### src/rtl/password_seq_lock.sv
// password_seq_lock: switch-sequence combination lock with rising-edge entry, fail counter and timed lockout
module password_seq_lock #(
  parameter int                   SW_W     = 10,
  parameter int                   LEN      = 4,
  parameter int                   IDX_W    = 4,
  parameter logic [LEN*IDX_W-1:0] CODE     = {4'd1, 4'd7, 4'd2, 4'd0},
  parameter int                   MAX_FAIL = 3,
  parameter int                   LOCK_CYC = 50_000_000
) (
  input  logic            clk,
  input  logic            rst,
  input  logic [SW_W-1:0] sw,
  output logic [LEN-1:0]  progress,
  output logic            unlocked,
  output logic            error,
  output logic            locked,
  output logic [3:0]      fail_cnt,
  output logic [6:0]      hex0,
  output logic [6:0]      hex1,
  output logic [6:0]      hex2,
  output logic [6:0]      hex3,
  output logic [6:0]      hex4
);
  localparam int IW = $clog2(LEN) + 1;
  localparam int TW = $clog2(LOCK_CYC) + 1;
  typedef enum logic [2:0] {S_IDLE, S_ENTRY, S_DONE, S_ERROR, S_LOCK} state_t;
  state_t          r_state, w_next;
  logic [IW-1:0]   r_idx, w_idx_n;
  logic [3:0]      r_fail, w_fail_n;
  logic [TW-1:0]   r_tmr, w_tmr_n;
  logic [SW_W-1:0] r_sync, r_sw_s, r_sw_q, w_rise, w_exp;
  logic [1:0]      r_rdy;
  logic [LEN-1:0]  w_prog;
  logic [6:0]      w_hex [5];
  function automatic logic [6:0] seg(input logic [3:0] v);
    case (v)
      4'h0: seg = 7'h40; 4'h1: seg = 7'h79; 4'h2: seg = 7'h24; 4'h3: seg = 7'h30;
      4'h4: seg = 7'h19; 4'h5: seg = 7'h12; 4'h6: seg = 7'h02; 4'h7: seg = 7'h78;
      4'h8: seg = 7'h00; 4'h9: seg = 7'h10; 4'hA: seg = 7'h08; 4'hB: seg = 7'h03;
      4'hC: seg = 7'h46; 4'hD: seg = 7'h21; 4'hE: seg = 7'h06; default: seg = 7'h0E;
    endcase
  endfunction
  assign w_rise   = r_sw_s & ~r_sw_q;
  assign fail_cnt = r_fail;
  always_comb begin
    w_exp = '0;
    for (int k = 0; k < LEN; k++)
      if (r_idx == IW'(k)) w_exp = SW_W'(1) << CODE[(LEN-1-k)*IDX_W +: IDX_W];
  end
  // r_rdy keeps IDLE from arming until the synchroniser holds real switch levels,
  // so a switch already high across reset release is never seen as a rise
  always_comb begin
    w_next   = r_state;
    w_idx_n  = r_idx;
    w_fail_n = r_fail;
    w_tmr_n  = r_tmr;
    case (r_state)
      S_IDLE: if (r_sw_s == '0 && r_rdy[1]) begin
        w_next  = S_ENTRY;
        w_idx_n = '0;
      end
      S_ENTRY: if (w_rise != '0) begin
        if (w_rise == w_exp) begin
          w_idx_n = r_idx + IW'(1);
          if (r_idx == IW'(LEN-1)) begin
            w_next   = S_DONE;
            w_fail_n = '0;
          end
        end else begin
          w_fail_n = r_fail + 4'd1;
          w_next   = (w_fail_n == 4'(MAX_FAIL)) ? S_LOCK : S_ERROR;
          w_tmr_n  = (w_next == S_LOCK) ? TW'(LOCK_CYC-1) : r_tmr;
        end
      end
      S_DONE, S_ERROR: w_next = (r_sw_s == '0) ? S_IDLE : r_state;
      S_LOCK: if (r_tmr != '0) w_tmr_n = r_tmr - TW'(1);
        else if (r_sw_s == '0) begin
          w_next   = S_IDLE;
          w_fail_n = '0;
          w_tmr_n  = '0;
        end
      default: w_next = S_IDLE;
    endcase
  end
  always_comb begin
    for (int k = 0; k < LEN; k++)
      w_prog[k] = (w_next == S_DONE) || (w_next == S_ENTRY && k < int'(w_idx_n));
    for (int k = 0; k < 5; k++)
      w_hex[k] = (w_next == S_ENTRY && k < int'(w_idx_n)) ? 7'h3F : 7'h7F;
    if (w_next == S_DONE) begin
      w_hex[3] = 7'h21; w_hex[2] = 7'h23; w_hex[1] = 7'h2B; w_hex[0] = 7'h06;
    end else if (w_next == S_ERROR) begin
      w_hex[4] = 7'h06; w_hex[3] = 7'h2F; w_hex[2] = 7'h2F; w_hex[1] = 7'h23; w_hex[0] = 7'h2F;
    end else if (w_next == S_LOCK) begin
      w_hex[4] = seg(w_fail_n);
      w_hex[3] = 7'h47; w_hex[2] = 7'h40; w_hex[1] = 7'h46; w_hex[0] = 7'h21;
    end
  end
  always_ff @(posedge clk or posedge rst) begin
    if (rst) begin
      r_state  <= S_IDLE;
      r_idx    <= '0;
      r_fail   <= '0;
      r_tmr    <= '0;
      r_sync   <= '0;
      r_sw_s   <= '0;
      r_sw_q   <= '0;
      r_rdy    <= '0;
      progress <= '0;
      unlocked <= 1'b0;
      error    <= 1'b0;
      locked   <= 1'b0;
      hex0     <= 7'h7F;
      hex1     <= 7'h7F;
      hex2     <= 7'h7F;
      hex3     <= 7'h7F;
      hex4     <= 7'h7F;
    end else begin
      r_state  <= w_next;
      r_idx    <= w_idx_n;
      r_fail   <= w_fail_n;
      r_tmr    <= w_tmr_n;
      r_sync   <= sw;
      r_sw_s   <= r_sync;
      r_sw_q   <= r_sw_s;
      r_rdy    <= {r_rdy[0], 1'b1};
      progress <= w_prog;
      unlocked <= (w_next == S_DONE);
      error    <= (w_next == S_ERROR);
      locked   <= (w_next == S_LOCK);
      hex0     <= w_hex[0];
      hex1     <= w_hex[1];
      hex2     <= w_hex[2];
      hex3     <= w_hex[3];
      hex4     <= w_hex[4];
    end
  end
endmodule
### config.mk
export PLATFORM = sky130hd
export DESIGN_NAME = password_seq_lock
export DESIGN_NICKNAME = d
export VERILOG_FILES = /design/src/rtl/password_seq_lock.sv
export SDC_FILE = /design/constraint.sdc
export NUM_CORES = 1
export LEC_CHECK = 0
export CAP_MARGIN = 20
export CORE_UTILIZATION = 47
export DETAILED_ROUTE_END_ITERATION = 7
export GPL_ROUTABILITY_DRIVEN = 1
export PLACE_DENSITY = 0.81
export SLEW_MARGIN = 20
export SYNTH_ARGS = -nofsm -noshare
export SYNTH_HDL_FRONTEND = slang
export SYNTH_SLANG_ARGS = --single-unit
### constraint.sdc
create_clock -name clk -period 5.25 [get_ports clk]
set_clock_uncertainty 0.1 [all_clocks]
set_input_delay 0.525 -clock clk [delete_from_list [all_inputs] [get_ports clk]]
set_output_delay 0.525 -clock clk [all_outputs]
set_load 0.05 [all_outputs]
# --- Word level (Yosys, flattened, before mapping) ---
# Memories as Yosys holds them, arrays and structs flattened.
# Index checks and enable logic that the tools add are counted.
totals:
  reg_bits: 111
  rom_bits: 112
  inputBits: 12
  elab_cells: 101
  mem_count: 1
memory_table:
  columns: ["memory", "depth", "word_bits", "read_ports", "rd_clocked_by_memory_dff", "write_ports", "line_no", "source"]
  rows:
  - ["(name not given)", 16, 7, 1, 0, 0, "36", "case (v)"]
classes:
  n_addsub: 3
  order_cmp: 5
  n_eq_ne: 18
  n_mux: 37
  bitwise: 2
  n_reduce_logical: 18
ops:
  columns: ["cell", "count"]
  rows:
  - ["$mux W27", 5]
  - ["$mux W35", 2]
  - ["$pmux W27 S2", 1]
  - ["$mux W7", 6]
  - ["$mux W10", 3]
  - ["$mux W3", 10]
  - ["$mux W28", 1]
  - ["$reduce_bool A27 Y1", 1]
  - ["$sub A27 B1 Y27 const B", 1]
  - ["$mux W4", 5]
  - ["$eq A3 B2 Y1 const B", 6]
  - ["$pmux W3 S4", 1]
  - ["$and A10 B10 Y10", 1]
  - ["$eq A10 B10 Y1", 1]
  - ["$logic_not A10 Y1", 1]
  - ["$not A10 Y10", 1]
  - ["$reduce_bool A10 Y1", 1]
  - ["$eq A3 B1 Y1 const B", 3]
  - ["$eq A3 B3 Y1 const B", 3]
  - ["$pmux W4 S2", 1]
  - ["$logic_and A1 B1 Y1", 6]
  - ["$logic_not A3 Y1", 2]
  - ["$lt A1 B3 Y1 const A", 2]
  - ["$lt A2 B3 Y1 const A", 2]
  - ["12 further kinds", 17]

# --- Longest topological paths before layout ---
# Gate-level depths: netlist (run 1).
logic_depth:
  word_depth: 15
  depth_mapped: 15
  depth_no_buf: 13

# --- Worst setup path after synthesis (run 1) ---
# Ideal clock, no wire load.
synth_timing:
  path_type: "reg-to-reg"
  start: "reg r_tmr[16]"
  end: "reg hex4[0]"
  setup_time_ns: 0.091
  arrival_ns: 3.583
  required_ns: 5.059
  path_slack_ns: 1.475
  path_stages_with_launch: 13
  n_path_buf: 2
  period_less_slack_ns: 3.775
  cell_sequence: "dfrtp_1 -> or4_4 -> or3_4 -> or4_4 -> buf_6 -> or3_1 -> buf_2 -> a31oi_1 -> inv_1 -> ha_1 -> nor4_1 -> mux2_2 -> a311oi_1"
synth_rtl:
  columns: ["element", "line_no", "source"]
  rows:
  - ["start, declared", "30", "logic [TW-1:0] r_tmr, w_tmr_n;"]
  - ["start signal, assigned", "122", "r_tmr <= w_tmr_n;"]
  - ["end signal, assigned", "135", "hex4 <= w_hex[4];"]
  - ["end, declared", "22", "output logic [6:0] hex4"]

==> out/metrics.cfg, run 1 <==
[outcome]
outcome = complete, no violations

[global_routing]
grt_pass1_wl_microns = 15200
grt_max_degree = 53
grt_pass1_vias = 3387
antenna_found_initial = 0
grt_usage_pct = 19.7
grt_overflow_total = 0

[yosys]
synthesis.area_sq_mm = 0.00443
synth_seq_cells = 93
netlist_instances = 433
yosysWarnings = 0
synth_cell_types = 64
seq_area_frac_synth_pct = 53.0
synthArstFlopShare_pct = 100
yosys_most_used_dff = dfrtp_1
synth_area_per_cell_sq_um = 10.2
synth_edf_count = 0

[sta]
hold_viol = 0
slew_headroom_pct = 36.7
setup_viol = 0
fmax_mhz = 235
fin_crit_ns = 4.26
finalMaxSlewViolations = 0
fin_crit_sh_pct = 81.1
worst_pin_slew_ns = 0.949
rsz0062_at_grt = no
fin_setup_tns_ns = 0

[worst_setup_path]
path_class = reg2reg
path_max_fanout = 8
critPathRequiredTime_ns = 5.44
slowest_delay_ns = 0.62
crit_slowest_cell = nor4_1
crit_arrival_ns = 4.45
worst_setup_path_start_kind = register
path_common_cell = nor4_1
cp_cell_sequence = nor4_1 -> nand4_1 -> or4_4 -> or3_1 -> a31oi_1 -> inv_1 -> ha_1 -> nor4_1 -> mux2_2 -> a311oi_1
reg2reg_from = r_tmr[7]$_DFFE_PP0P_
startpoint = r_tmr[7]$_DFFE_PP0P_
critPathCaptureType = register

[die]
num_rows = 35
start_util_pct = 48.1
core_sq_mm = 0.00920
dieHeight_microns = 99.1
ios = 58
die_w_microns = 99.1
dieArea_sq_mm = 0.00981

[cts]
worstSkewPairLatency_ns = 0.37
clockBufferDepth = 2
cts_buffers = 9
clock_tree.root_cell = clkbuf_8
tritoncts = done
clkSinkCount = 93
cts_hold_buf = 0
clk_pin_slew_ns = 0.10
htree_num_levels = 3
cts_resized = 0
cts_setup_buffers = 0

[job]
cap_violations = 0

[hold_path]
hp-class = reg2reg
hp-start = r_sync[9]$_DFF_PP0_

[drt]
drt_iter0_drc = 293
wl_per_cell_microns = 15.2
ant_nets = 0
vias = 3403
viasPerCell = 5.77
first_pass_iters = 5
finalWirelength_microns = 8990
post-route-drc-count = 0

[layout]
drive_above_1_share_pct = 10.2
antenna_cells = 0
area_growth_pct = 16.5
nets = 501

[placement]
io_buffers = 55
place_congestion = 0.956
dp_hpwl_microns = 6330

[worst paths after layout]
kind / cells past startpoint / slack [ns] / end
worst max-delay path: 10 / 0.99 / hex4[0]$_DFF_PP1_
worst min-delay path: 0 / 0.26 / r_sw_s[9]$_DFF_PP0_
worst max register to register: 10 / 0.99 / hex4[0]$_DFF_PP1_
worst min register to register: 0 / 0.26 / r_sw_s[9]$_DFF_PP0_
max in group asynchronous: 3 / 3.52 / hex4[3]$_DFF_PP1_
min in group asynchronous: 2 / 0.52 / r_sync[3]$_DFF_PP0_
[cell families after synthesis]
logic type / share of synthesized area [%]
AO/OA/AOI/OAI: 14.2
XOR/XNOR: 1.98
adder cells (fa/ha/maj): 4.24
buffers and inverters: 6.81
flip-flops: 53.0
multiplexers: 1.16
other: 0.0847
AND/OR/NAND/NOR: 18.5
[critical path, delay by kind of cell, from the launching register on]
kind / cells / cell delay (ns)
flops: 1 / 0.45
fa+ha+maj: 1 / 0.30
buf+inv: 1 / 0.24
simple gates: 5 / 2.27
compound gates: 2 / 0.61
mux: 1 / 0.21
[Yosys cell counts (all sizes together) (5+ instances only)]
cell type	n	area share [%]
xnor2	6	1.2
o21ai	41	4.6
nand2	26	2.2
nand3	9	1.0
nand2b	5	0.71
a211oi	5	0.85
and2	5	0.71
ha	15	4.2
nor2	35	3.3
clkbuf	7	0.59
buf	22	3.8
a31oi	12	1.7
nor4	10	1.4
dfrtp	76	43
nor2b	8	1.1
inv	27	2.3
dfstp	17	10
nand4	6	0.85
or3	7	1.1
nor3	18	2.0
a21oi	16	1.8
[through the flow]
stage / area [sq um] / util (%) / hold WS, ns / setup slack (ns) / cells
after floorplan: 4440 / - / 0.231 / 1.48 / 435
after global placement: 4950 / 53.9 / 0.232 / 1.37 / 574
after detailed placement: 4950 / 53.9 / 0.235 / 1.05 / 574
after CTS: 5160 / 56.1 / 0.259 / 1.02 / 590
after global routing: 5160 / 56.1 / 0.263 / 0.516 / 590
final: 5160 / 56.1 / 0.257 / 0.990 / 590
[flip-flops by register name (all words and copies together) (netlist names), 4 cells and up]
signal,cells
progress,4
hex4,7
fail_cnt,4
r_sw_q,10
r_sync,10
r_sw_s,10
r_tmr,27
hex2,4
[layout make-up]
class                   count  area [sq um]
clock buffers               9           124
clock inverters             7          80.1
fillers                   775          4040
inverters                  28           109
multi-input cells         285          1790
flip-flops and latches     93          2350
well taps                 111           139
repair buffers             57           566
[cells in the final DEF (no fill, tap or decap), drive strengths merged, types with 4 or more instances in the layout]
master and n:
and3 4, clkinv 6, nor3 18, and2 5, or3 7, a31oi 12, mux2i 4, dfstp 17
a21oi 16, clkbuf 9, a211oi 5, dfrtp 76, inv 28, o21ai 41, nand2b 5, nor4 10
nor2 35, ha 15, nand2 26, xnor2 6, nand3 9, nor2b 8, clkdlybuf4s50 55, nand4 6
xor2 4
[routing by layer]
layer  track usage [%]  routed length (microns)
met5                 0                        0
met4              9.39                      215
met2              33.5                     4430
met3              4.26                      442
met1              24.1                     3900
Power of run 1 is not shown: default switching activity piles up to over one toggle a cycle in this logic, so the estimate is an artifact.
==> run 2: changes to the inputs <==
Clock period 5.25 ns to 4.2 ns, I/O delays scaled along.
==> run 2 against run 1 <==
Effect of this change: flip-flop and latch count did not move; register-to-register slack got worse by 0.72 ns; highest routed layer unchanged; final cell count rose by 1.5%; first-iteration DRC count decreased by 44%; core utilization increased by 0.76 points; non-clock buffer count grew 9; setup slack worse by 0.72 ns; die area did not move.
==> out/metrics.cfg, run 2 (same netlist as run 1, synthesis figures left out) <==
[outcome]
outcome = complete, no violations

[job]
cap_violations = 0  ; unchanged

[layout]
largest-register = r_tmr
n_fill_cell = 813  ; +4.9%
multi_input_area_sq_mm = 0.00179  ; unchanged
nets = 510  ; +1.8%
largest_register_ffs = 27  ; unchanged
antenna_cells = 0  ; unchanged
drive_above_1_share_pct = 11.9  ; +1.7 points
final_common_cell = dfrtp_1
seqCellArea_sq_mm = 0.00235  ; unchanged
stdcell_area_sq_mm = 0.00523  ; +1.4%
final_cell_mix = dfrtp_1 (76), clkdlybuf4s50_1 (55), o21ai_0 (40)
final_util_pct = 56.8  ; +0.76 points
area_growth_pct = 18.1

[global_routing]
grt_pass1_vias = 3332  ; -1.6%
grt_pass1_wl_microns = 15100  ; -0.95%
antenna_found_initial = 0  ; unchanged
grt_max_degree = 47  ; -11%
grt_usage_pct = 19.2  ; -0.51 points
grt_overflow_total = 0  ; unchanged

[sta]
finalMaxSlewViolations = 0  ; unchanged
timing.hold.ws_ns = 0.253  ; -0.00379 ns
fin_crit_sh_pct = 93.5  ; +12 points
rsz0062_at_grt = no
hold_viol = 0  ; unchanged
fin_crit_ns = 3.93  ; -0.333 ns
fmax_mhz = 255  ; +8.5%
slew_headroom_pct = 35.7  ; -0.99 points
fin_setup_tns_ns = 0  ; unchanged
setup_viol = 0  ; unchanged
worst_pin_slew_ns = 0.964  ; +0.0148 ns

[drt]
dr_wl_met3_microns = 358  ; -19%
wl_met2_microns = 4420  ; -0.23%
finalWirelength_microns = 8830  ; -1.7%
wl_per_cell_microns = 14.7  ; -3.2%
drt_iter0_drc = 163  ; -44%
viasPerCell = 5.57  ; -3.4%
vias = 3336  ; -2.0%
post-route-drc-count = 0  ; unchanged
ant_nets = 0  ; unchanged
wl_met1_microns = 3910  ; +0.49%
first_pass_iters = 4  ; -1
dr.max_layer_used = met4

[worst_setup_path]
path_class = reg2reg
critPathRequiredTime_ns = 4.39  ; -1.05 ns
cp_cell_sequence = or4_4 -> or3_4 -> or4_4 -> or3_1 -> a31oi_1 -> inv_1 -> ha_1 -> or3_1 -> a31oi_1
crit_arrival_ns = 4.12  ; -0.33 ns
crit_slowest_cell = or4_4
worst_setup_path_start_kind = register
slowest_delay_ns = 0.56  ; -0.06 ns
path_max_fanout = 8  ; unchanged
critPathCaptureType = register

[die]
dieHeight_microns = 99.1  ; unchanged
ios = 58  ; unchanged
die_w_microns = 99.1  ; unchanged
core_sq_mm = 0.00920  ; unchanged
dieArea_sq_mm = 0.00981  ; unchanged
start_util_pct = 48.1  ; unchanged
num_rows = 35  ; unchanged

[placement]
dp_hpwl_microns = 6250  ; -1.3%
place_area_sq_mm = 0.00502  ; +1.4%
io_buffers = 55  ; unchanged
place_congestion = 0.905  ; -5.4%

[cts]
cts_hold_buf = 0  ; unchanged
cts_resized = 0  ; unchanged
clkSinkCount = 93  ; unchanged
htree_num_levels = 3  ; unchanged
cts_buffers = 9  ; unchanged
cts_setup_buffers = 0  ; unchanged
worstSkewPairLatency_ns = 0.36  ; about the same
clock_tree.root_cell = clkbuf_8
clk_pin_slew_ns = 0.09  ; about the same
clockBufferDepth = 2  ; unchanged
tritoncts = done

[hold_path]
hp-class = reg2reg

-- run 2: cell types whose count changed in the layout (fill, tap and decap cells not counted) --
cell,previous run,this run
buf_4,2,11
clkinv_8,2,0
inv_6,0,2
inv_8,2,0
bufinv_16,0,1
clkbuf_8,9,10
clkinv_2,1,2
clkinv_4,2,1
-- run 2: area by class of cell --
class / instances / share of cell area (%)
inverter: 28 / 2.08
clock buffer: 10 / 2.63
tap: 111 / 2.66
timing repair buffer: 66 / 12.1
clock inverter: 6 / 1.32
multi-input combinational: 285 / 34.3
sequential: 93 / 44.9
-- run 2: worst paths after layout --
check,start,to,slack (ns),cells past startpoint
setup reg to reg,r_tmr[16]$_DFFE_PP0P_,hex4[4]$_DFF_PP1_,0.27,9
min in group asynchronous,rst,r_sw_s[5]$_DFF_PP0_,0.40,2
max in group asynchronous,rst,hex1[3]$_DFF_PP1_,2.75,3
hold reg to reg,r_sync[8]$_DFF_PP0_,r_sw_s[8]$_DFF_PP0_,0.25,0
hold / removal,r_sync[8]$_DFF_PP0_,r_sw_s[8]$_DFF_PP0_,0.25,0
setup / recovery,r_tmr[16]$_DFFE_PP0P_,hex4[4]$_DFF_PP1_,0.27,9
-- run 2: worst max-delay path, delay by kind of cell, from the launching register on --
kind	cells	cell delay (ns)
compound gates	2	0.65
fa+ha+maj	1	0.25
flops	1	0.43
simple gates	5	2.20
buf+inv	1	0.21
-- run 2: routing by layer --
layer	up-vias	global-route usage, %
met3	15	3.76
li1	1608	-
met5	-	0
met4	0	7.01
met2	76	32.7
met1	1637	24.6
-- run 2: through the flow --
stage	instances	worst slack, ns
global placement	583	0.449
global route	599	0.0416
floorplan	435	0.425
detailed placement	583	0.354
finish	599	0.273
CTS	599	0.326
Power of run 2 is left out for the same reason.
==> run 3: changes to the inputs <==
Settings changed: MAX_ROUTING_LAYER set to met4, SETUP_SLACK_MARGIN set to 0.1.
==> run 3 against run 2 <==
Effect of this change: setup slack better by 0.093 ns; sequential share of layout area up 0.065 points; via count up 1.6%; die area unchanged; non-clock buffer count down 1; final cell count down 0.17%; clock-buffer cell count down 1; flip-flop and latch count unchanged; final area down 0.14%; critical path type unchanged.
==> out/metrics.cfg, run 3 (same netlist as run 1, synthesis figures left out) <==
[global_routing]
antenna_found_initial = 0  ; unchanged
grt_pass1_vias = 3325  ; -0.21%
grt_overflow_total = 0  ; unchanged
grt_pass1_wl_microns = 15400  ; +2.4%
grt_usage_pct = 20.5  ; +1.2 points
grt_max_degree = 56  ; +19%

[worst_setup_path]
crit_arrival_ns = 4.03  ; -0.09 ns
critPathCaptureType = register
r2r-end = hex4[4]$_DFF_PP1_
path_max_fanout = 8  ; unchanged
regToRegSetupSlack_ns = 0.37  ; +0.09 ns
critPathRequiredTime_ns = 4.39  ; about the same
worst_setup_path_start_kind = register
path_class = reg2reg
ff2ff_path_depth = 9  ; unchanged
reg2reg_from = r_tmr[16]$_DFFE_PP0P_

[placement]
place_congestion = 0.926  ; +2.4%
dp_hpwl_microns = 6430  ; +2.9%
io_buffers = 55  ; unchanged

[layout]
antenna_cells = 0  ; unchanged
seqCellArea_sq_mm = 0.00235  ; unchanged
final_cell_mix = dfrtp_1 (76), clkdlybuf4s50_1 (55), o21ai_0 (40)
n_fill_cell = 811  ; -0.25%
drive_above_1_share_pct = 11.9  ; +0.024 points
largest-register = r_tmr
nets = 509  ; -0.20%
largest_register_ffs = 27  ; unchanged
multi_input_area_sq_mm = 0.00180  ; +0.35%
final_common_cell = dfrtp_1
area_growth_pct = 17.9

[cts]
cts_buffers = 9  ; unchanged
clockBufferDepth = 2  ; unchanged
clkSinkCount = 93  ; unchanged
clk_pin_slew_ns = 0.10  ; about the same
cts_setup_buffers = 0  ; unchanged
htree_num_levels = 3  ; unchanged
worstSkewPairLatency_ns = 0.37  ; about the same
cts_resized = 0  ; unchanged
cts_hold_buf = 0  ; unchanged
clock_tree.root_cell = clkbuf_8
tritoncts = done

[hold_path]
hp-class = reg2reg
hold_path_end = r_sw_s[9]$_DFF_PP0_
hold_depth = 0  ; unchanged
hp-start = r_sync[9]$_DFF_PP0_

[outcome]
outcome = complete, no violations

[sta]
timing.hold.ws_ns = 0.255  ; +0.00167 ns
fin_crit_ns = 3.83  ; -0.0931 ns
setup_viol = 0  ; unchanged
hold_viol = 0  ; unchanged
fin_crit_sh_pct = 91.3  ; -2.2 points
rsz0062_at_grt = no
worst_pin_slew_ns = 0.956  ; -0.00756 ns
fin_setup_tns_ns = 0  ; unchanged
slew_headroom_pct = 36.2  ; +0.50 points
fmax_mhz = 261  ; +2.4%
finalMaxSlewViolations = 0  ; unchanged

[drt]
finalWirelength_microns = 9100  ; +3.0%
post-route-drc-count = 0  ; unchanged
vias = 3388  ; +1.6%
wl_per_cell_microns = 15.2  ; +3.1%
first_pass_iters = 5  ; +1
viasPerCell = 5.67  ; +1.7%
drt_iter0_drc = 245  ; +50%
ant_nets = 0  ; unchanged

[die]
dieArea_sq_mm = 0.00981  ; unchanged
core_sq_mm = 0.00920  ; unchanged
num_rows = 35  ; unchanged
ios = 58  ; unchanged
die_w_microns = 99.1  ; unchanged
start_util_pct = 48.1  ; unchanged
dieHeight_microns = 99.1  ; unchanged

[job]
cap_violations = 0  ; unchanged

[run 3: area by class of cell]
type / count / area share [%]
tap: 111 / 2.66
sequential: 93 / 45.0
clock buffer: 9 / 2.37
multi-input combinational: 285 / 34.4
timing repair buffer: 65 / 12.0
clock inverter: 7 / 1.46
inverter: 28 / 2.09
[run 3: worst max-delay path, cell delays in order, from the launching register on]
cell	delay, ns
dfrtp_1	0.44
or4_4	0.57
or3_4	0.38
or4_4	0.49
or3_1	0.42
a31oi_2	0.39
inv_1	0.20
ha_1	0.24
or3_1	0.37
a31oi_1	0.17
[run 3: how the worst max path moves through the flow]
stage	endpoint	slack, ns	startpoint	cells past startpoint
finish	hex4[4]$_DFF_PP1_	0.37	r_tmr[16]$_DFFE_PP0P_	9
global placement	hex4[4]$_DFF_PP1_	0.44	r_tmr[16]$_DFFE_PP0P_	9
CTS	hex4[4]$_DFF_PP1_	0.26	r_tmr[16]$_DFFE_PP0P_	9
detailed placement	hex4[4]$_DFF_PP1_	0.33	r_tmr[16]$_DFFE_PP0P_	9
global route	hex4[4]$_DFF_PP1_	0.18	r_tmr[16]$_DFFE_PP0P_	9
floorplan	hex4[0]$_DFF_PP1_	0.43	r_tmr[16]$_DFFE_PP0P_	12
[run 3: stage by stage]
| step | setup slack [ns] | utilization [%] | std cells | cell area (sq um) |
|---|---|---|---|---|
| finish | 0.366 | 56.8 | 598 | 5220 |
| detailed placement | 0.332 | 54.5 | 582 | 5010 |
| floorplan | 0.425 | - | 435 | 4440 |
| global placement | 0.445 | 54.5 | 582 | 5010 |
| CTS | 0.259 | 56.7 | 598 | 5210 |
| global route | 0.179 | 56.8 | 598 | 5220 |
[run 3: layer usage]
metal,wire (microns),up-vias,global-route usage (%)
li1,-,1608,-
met1,4040,1648,25.6
met2,4510,117,33.2
met3,425,15,4.11
met4,121,0,7.47
met5,0,-,-
Power of run 3 is left out for the same reason.
